===== src/rtl/sm83_bus_unit.sv =====
// sm83_bus_unit: SM83 bus interface (T1..T4 sequencer, rd/wr strobes, address pins, data latch, IR, NREG mapped regs); define SM83_BUS_WAIT_EN for ext_ready wait states
module sm83_bus_unit #(
  parameter int AW = 16,
  parameter int DW = 8,
  parameter int NREG = 1,
  parameter logic [AW-1:0] REG_BASE = 'hffff,
  parameter int HI_ZERO = 8
) (
  input  logic               clk,
  input  logic               reset,
  output logic               t1,
  output logic               t2,
  output logic               t3,
  output logic               t4,
  output logic               stall,
  input  logic               mread,
  input  logic               mwrite,
  input  logic [AW-1:0]      ain,
  input  logic               apin_we,
  output logic [AW-1:0]      aout,
  input  logic [DW-1:0]      din,
  input  logic               dl_we,
  input  logic               zero_data,
  output logic [DW-1:0]      dout,
  input  logic [DW-1:0]      ext_din,
  output logic [DW-1:0]      ext_dout,
  input  logic               ext_ready,
  output logic               rd,
  output logic               wr,
  output logic [NREG*DW-1:0] reg_q,
  input  logic               ir_we,
  input  logic               ir_bank_we,
  input  logic               ir_bank_cb_set,
  output logic [7:0]         opcode,
  output logic               bank_cb
);
  typedef enum logic [1:0] {T1, T2, T3, T4} phase_t;
  localparam logic [AW-1:0] KEEP = {AW{1'b1}} >> HI_ZERO;
  phase_t phase, phase_nxt;
  logic [DW-1:0] latch, reg_rd, data_t4;
  logic [7:0] opcode_r;
  logic [AW-1:0] off;
  logic hit, hold;
`ifdef SM83_BUS_WAIT_EN
  assign hold = (rd | wr) & ~ext_ready;
`else
  logic unused;
  assign unused = ext_ready;
  assign hold = 1'b0;
`endif
  assign t1 = phase == T1;
  assign t2 = phase == T2;
  assign t3 = phase == T3;
  assign t4 = phase == T4;
  assign stall = t3 & hold;
  assign off = aout - REG_BASE;
  assign hit = aout >= REG_BASE && off < AW'(NREG);
  assign data_t4 = zero_data ? '0 : hit ? reg_rd : ext_din;
  assign dout = (rd & t4) ? data_t4 : latch;
  assign ext_dout = latch;
  assign opcode = ir_we ? 8'(data_t4) : opcode_r;
  always_comb begin
    reg_rd = '0;
    for (int i = 0; i < NREG; i++)
      reg_rd = (off == AW'(i)) ? reg_q[i*DW +: DW] : reg_rd;
  end
  always_comb phase_nxt = t4 ? T1 : (t3 && hold) ? T3 : phase_t'(phase + 2'd1);
  always_ff @(posedge clk) begin
    if (reset) begin
      phase <= T1;
      rd <= 1'b0;
      wr <= 1'b0;
      aout <= '0;
      latch <= '0;
      reg_q <= '0;
      opcode_r <= '0;
      bank_cb <= 1'b0;
    end else begin
      phase <= phase_nxt;
      if (t4) begin
        rd <= mread;
        wr <= mwrite & ~mread;
      end
      aout <= apin_we ? ain : t4 ? aout & KEEP : aout;
      latch <= zero_data ? '0 : dl_we ? din : (rd & t4) ? data_t4 : latch;
      if (ir_we) opcode_r <= 8'(data_t4);
      if (ir_bank_we) bank_cb <= ir_bank_cb_set;
      for (int i = 0; i < NREG; i++)
        if (t4 && wr && hit && off == AW'(i)) reg_q[i*DW +: DW] <= latch;
    end
  end
endmodule

===== config.mk =====
export PLATFORM = sky130hd
export DESIGN_NAME = sm83_bus_unit
export DESIGN_NICKNAME = d
export VERILOG_FILES = /design/src/rtl/sm83_bus_unit.sv
export SDC_FILE = /design/constraint.sdc
export NUM_CORES = 1
export LEC_CHECK = 0
export CORE_MARGIN = 1.5
export CORE_UTILIZATION = 57
export DETAILED_ROUTE_END_ITERATION = 8
export DONT_BUFFER_PORTS = 1
export PLACE_DENSITY = 0.83
export SLEW_MARGIN = 20
export SYNTH_ARGS = -nofsm -noshare
export SYNTH_HDL_FRONTEND = slang
export SYNTH_SLANG_ARGS = --single-unit

===== constraint.sdc =====
create_clock -name clk -period 1.6 [get_ports clk]
set_clock_uncertainty 0.05 [all_clocks]
set_input_delay 0.08 -clock clk [delete_from_list [all_inputs] [get_ports clk]]
set_output_delay 0.08 -clock clk [all_outputs]
set_load 0.01 [all_outputs]

# [Yosys cells after proc, flatten, opt, wreduce, memory -nomap -nowiden]
# Cells that the tools add are included.
[op_classes] addsub=2 multipliers=0 div=0 magnitude_cmp=2 eq_ne=3 n_shift=0 n_mux=8 bitwise_logic=3 n_reduce_logical=9
[op_table] op="$mux W8" count=6
[op_table] op="$mux W16" count=2
[op_table] op="$ge A16 B16 Y1 const B" count=1
[op_table] op="$logic_not A16 Y1" count=1
[op_table] op="$lt A16 B1 Y1 const B" count=1
[op_table] op="$sub A16 B16 Y16 const B" count=1
[op_table] op="$eq A2 B2 Y1 const B" count=2
[op_table] op="$logic_and A1 B1 Y1" count=4
[op_table] op="$reduce_or A2 Y1" count=2
[op_table] op="$add A2 B1 Y2 const B" count=1
[op_table] op="$and A1 B1 Y1" count=2
[op_table] op="$eq A2 B1 Y1 const B" count=1
[op_table] op="$logic_not A2 Y1" count=1
[op_table] op="$reduce_bool A2 Y1" count=1
[op_table] op="$not A1 Y1" count=1
[totals] regBits=45 latchBits=0 ramBits=0 mem_bits_ro=0 input_bits=43 out_inout_bits=56 memories=0

# [Longest topological paths before layout]
# Gate-level depths: netlist of the first run.
[logic_depth] depth_word=7 depth_mapped=7 mapped_depth_nobuf=5

# [Worst setup path after synthesis of the first run]
# Ideal clock, no wire load.
[synth_path] kind="register to register" start="register phase[0]" end="register latch[6] (netlist: ext_dout[6])" setup_time_ns=0.115 arrival_ns=1.537 path_slack_ns=-0.102 stages_incl_launch_ff=8 cell_sequence="dfxtp_1 > ha_1 > buf_2 > buf_2 > a211oi_1 > nor4_2 > mux2i_1 > nand2_1"
[synth_via] elab_chain_len=4
[synth_lines] element="start: declaration" line="39" text="phase_t phase, phase_nxt;"
[synth_lines] element="start signal: assignment" line="79" text="phase <= phase_nxt;"
[synth_lines] element="$eq A2 B2 Y1" line="54" text="assign t4 = phase == T4;"
[synth_lines] element="via t4" line="14" text="output logic t4,"
[synth_lines] element="$and A1 B1 Y1" line="85" text="latch <= zero_data ? '0 : dl_we ? din : (rd & t4) ? data_t4 : latch;"
[synth_lines] element="$mux W8 (2 in a row)"
[synth_lines] element="end signal: assignment" line="85"
[synth_lines] element="end: declaration" line="40" text="logic [DW-1:0] latch, reg_rd, data_t4;"
# The timed path passes the listed nets, and every way through them passes these cells.
# A chain may end at the register's enable or synchronous reset.

# [Final worst setup path of the first run]
[layout_path] start="register aout[0]" end="output port dout[6]"
[layout_via] elab_chain_len=6
[layout_lines] element="start: declaration" line="20" text="output logic [AW-1:0] aout,"
[layout_lines] element="start signal: assignment" line="84" text="aout <= apin_we ? ain : t4 ? aout & KEEP : aout;"
[layout_lines] element="$sub A16 B16 Y16" line="56" text="assign off = aout - REG_BASE;"
[layout_lines] element="$lt A16 B1 Y1 / $logic_not A16 Y1 (equally long branches)" line="57, 65"
[layout_lines] element="$logic_and A1 B1 Y1 / $mux W8 (equally long branches)" line="57, 65"
[layout_lines] element="$mux W8 (*) (2 in a row)" line="58" text="assign data_t4 = zero_data ? '0 : hit ? reg_rd : ext_din;"
[layout_lines] element="$mux W8 (*)"
[layout_lines] element="end: declaration" line="24" text="output logic [DW-1:0] dout,"
# Every way passes the cells marked *; elsewhere a longest branch is shown, timed or not.

==> summary.md, run 1 <==
| Metric | Value |
|---|---|
| CTS tree | built |
| Antenna Nets Post-Route | 0 |
| Final setup vio count | 38 |
| Flip-flop and latch area | 915 µm² |
| Total global routing overflow | 0 |
| Fin Hold WS | around 0.044 ns |
| Reg2reg setup slack | -0.18 ns |
| First-pass GRT wire length | 13500 µm |
| Initial antenna violation count | 0 |
| Startpoint types | register |
| Setup crit end | dout[6] |
| # IOs | 99 |
| Worst Setup Path Type | register to output port |
| Via count | 2833 |
| 1st-iter DRT viols | approximately 230 |
| Cell variety after synth | 33 |
| I/O Buffers | 0 |
| Die Width | 70.9 µm |
| Leak Pwr | 1.37 nW |
| Worst skew pair latency | 0.32 ns |
| Mean area per synthesized cell | 8.68 µm² |
| H-tree levels | 2 |
| Clk sink count | 45 |
| Crit Path Max Fanout | 8 |
| Ys Warns | 0 |
| GR Util All Layers | 34.1% |
| Final worst slack | -0.481 ns |
| Fill count | around 240 |
| Cell count after synthesis | between 300 and 400 |
| Post-DP HPWL | roughly 4800 µm |
| Root Buffer | clkbuf_8 |
| Worst EP arrival | 1.95 ns |
| Status | finished, violations left |
| VDD IR max | roughly 0.68 mV |
| Failing checks | setup timing |
| Worst EP required | 1.47 ns |
| Clk slew on worst S/H paths | 0.11 ns |
| Area occupied by multi-input gates | 1690 µm² |
| Maxcap violations | 0 |
| CTS buffer count | 5 |
| Launch point of the worst path | aout[0] |
| Total core area | approximately 4400 µm² |
| Fin util | 82.1% |
| Worst-Margin Slew | 0.753 ns |
| Total placed cells including tap cells | 383 |
| Net Count, Synth | 350 |
| Slew margin rel. | 49.6% |
| Largest net degree at the start of global routing | 46 |
| Layout Area Growth over Synthesis | 36.9% |
| PwrDens | 714 nW/µm² |
| Final wirelength | 9580 µm |
| R2R Path End | reg_q[1] |
| Finished Layout Cells | 428 |
| DP Worst Slack | -0.0794 ns |
| Num rows | 24 |
| Layout cells sized above 1 | 30.6% |
| Achievable Freq | just under 0.5 GHz |
| DR WL/cell | roughly 22 µm |
| CP Capture Type | output port |
| Fin. max-slew vios | 0 |
| Via density | 6.62 |
| RSZ-0062 raised after global routing | yes |
| Synthesized cell area | 2630 µm² |
| Clock tree buffer depth | 2 |
| Vias in the first global route | 2711 |
| Starting Density | about three fifths |
| R2R cell count | 5 |
| Final Hold Violating Endpoints | 0 |
| Crit share post-route | 130% |
| Placer Congestion | around 0.88 |
| Die H | 70.9 µm |
| Die ar. | just over 5000 µm² |
| Remaining DRCs | 0 |
| Post-synthesis sequential area ratio | 34.2% |
| R2R Path Start | aout[2] |
| Pre-antenna DRT Iters | 5 |
| Minimum clock period | between 2 and 2.5 ns |
| Post-synthesis register bit count | 45 |
| Antenna cell count | 0 |
| Worst Hold Class | input port to register |
| Nets | ~420 |
[metal layers]
layer / track usage (%) / share of wire (%)
met3: 11.0 / 11
met1: 38.2 / 34
met4: 15.9 / 5.6
met2: 58.7 / 50
met5: 0 / 0
[state kept, by name, indices dropped and copies added, names as in the netlist]
signal / cells
wr: 1
ext_dout: 8
bank_cb: 1
aout: 16
opcode_r: 8
rd: 1
phase: 2
reg_q: 8
[cells in the mapped netlist, drive strengths merged]
cell / count / share of area [%]
dfxtp: 45 / 34
nand2b: 42 / 10
mux2i: 34 / 13
nand2: 25 / 3.6
nor2: 19 / 2.7
buf: 18 / 5.3
nand3: 16 / 3.0
nor4: 16 / 6.2
clkbuf: 10 / 1.5
nor2b: 9 / 2.1
nor3: 9 / 1.7
a211oi: 8 / 2.3
a22oi: 8 / 2.3
a31oi: 8 / 1.9
o21ai: 8 / 1.5
o31ai: 8 / 2.3
and4: 6 / 2.2
ha: 4 / 1.9
inv: 2 / 0.29
or2: 2 / 0.48
a21oi: 1 / 0.19
and3: 1 / 0.43
conb: 1 / 0.14
nand3b: 1 / 0.29
nand4: 1 / 0.24
nor3b: 1 / 0.29
[logic make-up after synthesis]
| kind of cell | share of synthesized area, % |
|---|---|
| compound gates | 10.5 |
| fa+ha+maj | 1.90 |
| buf+inv | 7.09 |
| flops | 34.2 |
| mux | 12.9 |
| other cells | 0.143 |
| simple gates | 33.2 |
[placed cells by master, fill, tap and decap left out, types with 3 or more instances in the layout]
cell type      instances
buf_4                 57
nand2b_1              42
dfxtp_1               34
dlygate4sd3_1         31
mux2i_1               27
nand2_1               25
nor2_1                19
nand3_1               16
dfxtp_2               11
nor4_2                10
nor2b_1                9
nor3_1                 9
a31oi_1                8
a22oi_1                8
mux2i_4                6
nor4_1                 6
a211oi_1               6
o31ai_2                5
clkbuf_8               5
and4_4                 4
ha_1                   4
buf_12                 4
o21ai_2                3
o21ai_0                3
inv_6                  3
[area by class of cell]
class | count | share of cell area, %
inverter | 2 | 0.208
tap | 52 | 1.81
sequential | 45 | 25.4
clock inverter | 3 | 0.730
timing repair buffer | 93 | 23.0
multi-input combinational | 228 | 46.9
clock buffer | 5 | 1.91
[per-stage QoR]
stage,power (mW),instance area [µm²],setup TNS (ns)
4_1_cts,2.48,3460,-4.81
6_report,2.57,3600,-8.49
2_1_floorplan,1.51,2630,-0.317
5_1_grt,2.66,3600,-9.73
3_5_place_dp,1.62,2980,-0.133
3_3_place_gp,1.61,2980,-0.0418
[where the power goes]
part           leakage [nW]  internal (mW)  switching (mW)
Combinational         0.950          0.270           0.267
Clock                0.0495          0.326           0.481
Sequential            0.372           1.17          0.0539
Total                  1.37           1.77           0.802
[worst min-delay path by stage]
stage,start,endpoint,slack (ns),cells after the start
6_report,ext_din[7],ext_dout[7],0.04,4
5_1_grt,ext_din[7],ext_dout[7],0.06,4
4_1_cts,ext_din[1],ext_dout[1],0.04,4
3_5_place_dp,reset,opcode_r[5],0.11,1
3_3_place_gp,reset,opcode_r[5],0.11,1
2_1_floorplan,ir_bank_cb_set,bank_cb,0.18,2
[repair_timing]
| action | 4_1_cts | 5_1_grt |
|---|---|---|
| setup buffers | 1 | 4 |
| setup endpoints to repair | 26 | 40 |
| endpoints found under the hold margin | 37 | 0 |
| pin swaps | 4 | 7 |
| hold buffers | 32 | 0 |
| resized for setup | 18 | 28 |
[critical path, cell delays in order, from the launching register on]
cell and delay (ns):
dfxtp_2 0.37, and4_4 0.26, and4_4 0.24, buf_12 0.17, mux2i_4 0.09, o31ai_2 0.30, buf_4 0.19
(Power assumes the default switching activity.)
==> run 2, diff against run 1 <==
--- a/config.mk
+++ b/config.mk
@@ -10,6 +10,7 @@
 export DETAILED_ROUTE_END_ITERATION = 8
 export DONT_BUFFER_PORTS = 1
 export PLACE_DENSITY = 0.83
+export SETUP_SLACK_MARGIN = 0.5
 export SLEW_MARGIN = 20
 export SYNTH_ARGS = -nofsm -noshare
 export SYNTH_HDL_FRONTEND = slang
==> run 2 against run 1 <==
Net effect:
- the flow finishes with violations (hold timing, setup timing)
- via count down 15%
- global-route usage shrank 4.6 points
- routed wire length fell by 18%
- largest cell class unchanged
==> summary.md, run 2 (synthesized netlist as in run 1, its figures left out) <==
| Metric | Value |
|---|---|
| Status | finished, violations left |
| Failing checks | hold timing, setup timing |
| Final Hold Violating Endpoints | 37 |
| Hold path depth | 1 |
| Num rows | 24 |
| Initial antenna violation count | 0 |
| Setup crit end | opcode[6] |
| Fin util | 79.4% |
| Worst EP arrival | between 1.5 and 2 ns |
| Antenna cell count | 0 |
| DR WL/cell | ~21 µm |
| VDD IR max | 0.779 mV |
| Crit share post-route | 117% |
| Launch point of the worst path | aout[8] |
| Leak Pwr | 1.17 nW |
| Nets | between 300 and 400 |
| Final setup vio count | 25 |
| Design area | 3480 µm² |
| Worst Hold Class | input port to register |
| Die Width | roughly 71 µm |
| GR Util All Layers | roughly 30% |
| R2R Path End | reg_q[1] |
| Final wirelength | 7860 µm |
| 1st-iter DRT viols | ~180 |
| Layout cells sized above 1 | between 40% and 50% |
| CTS tree | built |
| CP Capture Type | output port |
| Final worst slack | -0.273 ns |
| Die H | between 70 and 80 µm |
| Starting Density | 60.0% |
| Via density | 6.39 |
| Slew margin rel. | 62.7% |
| Worst skew pair latency | 0.30 ns |
| I/O Buffers | 0 |
| CTS buffer count | 5 |
| Die ar. | 5030 µm² |
| Fin. max-slew vios | 0 |
| Commonest non-fill, non-tap cells in the layout | nand2b_1 (41), mux2i_1 (26), dfxtp_1 (26) |
| Worst-Margin Slew | 0.560 ns |
| Root Buffer | clkbuf_8 |
| RSZ-0062 raised after global routing | yes |
| Fin Hold WS | -0.213 ns |
| Reg2reg setup slack | -0.07 ns |
| Vias in the first global route | 2459 |
| Largest net degree at the start of global routing | 47 |
| # IOs | 99 |
| Antenna Nets Post-Route | 0 |
| R2R Path Start | aout[12] |
| Post-DP HPWL | 4910 µm |
| Remaining DRCs | 0 |
| DP Worst Slack | 0.0248 ns |
| Top reg by flops | aout |
| Minimum clock period | 1.87 ns |
| Largest register FFs | 16 |
| Setup TNS | -4.37 ns |
| Worst Setup Path Type | register to output port |
| R2R cell count | 5 |
| H-tree levels | 2 |
| Layout Area Growth over Synthesis | 32.3% |
| Startpoint types | register |
| PwrDens | 702 nW/µm² |
| Total core area | between 4000 and 5000 µm² |
| Maxcap violations | 0 |
| Placed cell areas | 2910 µm² |
| First-pass GRT wire length | 11700 µm |
| Crit Path Max Fanout | 8 |
| Finished Layout Cells | 375 |
| Placer Congestion | 0.787 |
| Clk slew on worst S/H paths | 0.09 ns |
| Clock tree buffer depth | 2 |
| Clk sink count | 45 |
| Worst EP required | 1.47 ns |
| Pre-antenna DRT Iters | 4 |
| Total placed cells including tap cells | 351 |
| Total global routing overflow | 0 |
| Achievable Freq | between 0.5 and 0.6 GHz |
| Most common cell after layout, fill and taps aside | nand2b_1 |
| Via count | 2397 |
run 2: metal layers:
metal / vias up / GRT usage [%] / part of all wire [%] / wire length (µm)
li1: 1111 / - / - / -
met3: 23 / 8.12 / 7.7 / 604
met2: 120 / 52.1 / 53 / 4130
met5: - / 0 / 0 / 0
met4: 0 / 13.4 / 2.9 / 231
met1: 1143 / 32.7 / 37 / 2890
run 2: worst min-delay path by stage:
stage / startpoint / slack (ns) / to
global placement: reset / 0.10 / aout[9]
detailed placement: reset / 0.10 / aout[11]
finish: reset / -0.21 / opcode_r[1]
global route: reset / -0.23 / aout[13]
floorplan: ain[0] / 0.18 / aout[0]
CTS: reset / -0.23 / aout[6]
run 2: timing repair:
| action | in CTS | in global routing |
|---|---|---|
| endpoints found under the hold margin | 37 | 37 |
| buffers inserted | 9 | 8 |
| resized for setup | 49 | 24 |
| pin swaps | 15 | 16 |
| setup endpoints to repair | 56 | 57 |
run 2: where the power goes:
part | switching [mW] | internal [mW] | total (mW)
Combinational | 0.244 | 0.261 | 0.506
Clock | 0.402 | 0.302 | 0.704
Sequential | 0.0581 | 1.18 | 1.23
Total | 0.705 | 1.74 | 2.44
run 2: area by class of cell:
class | count | area (µm²)
inverter | 2 | 15.0
multi-input combinational | 228 | 1980
clock buffer | 5 | 68.8
tap | 52 | 65.1
sequential | 45 | 932
fill | 266 | 903
clock inverter | 2 | 16.3
timing repair buffer | 41 | 402
run 2: metrics by stage:
stage | power (mW) | hold slack (ns)
after detailed placement | 1.60 | 0.103
after floorplan | 1.57 | 0.177
final | 2.44 | -0.213
after global placement | 1.58 | 0.100
after global routing | 2.55 | -0.234
after CTS | 2.38 | -0.226
run 2: worst max-delay path: stages, from the launching register on:
cell and delay [ns]:
dfxtp_2 0.36, and4_4 0.25, and4_4 0.24, buf_12 0.17, mux2i_4 0.30, o21ai_2 0.12
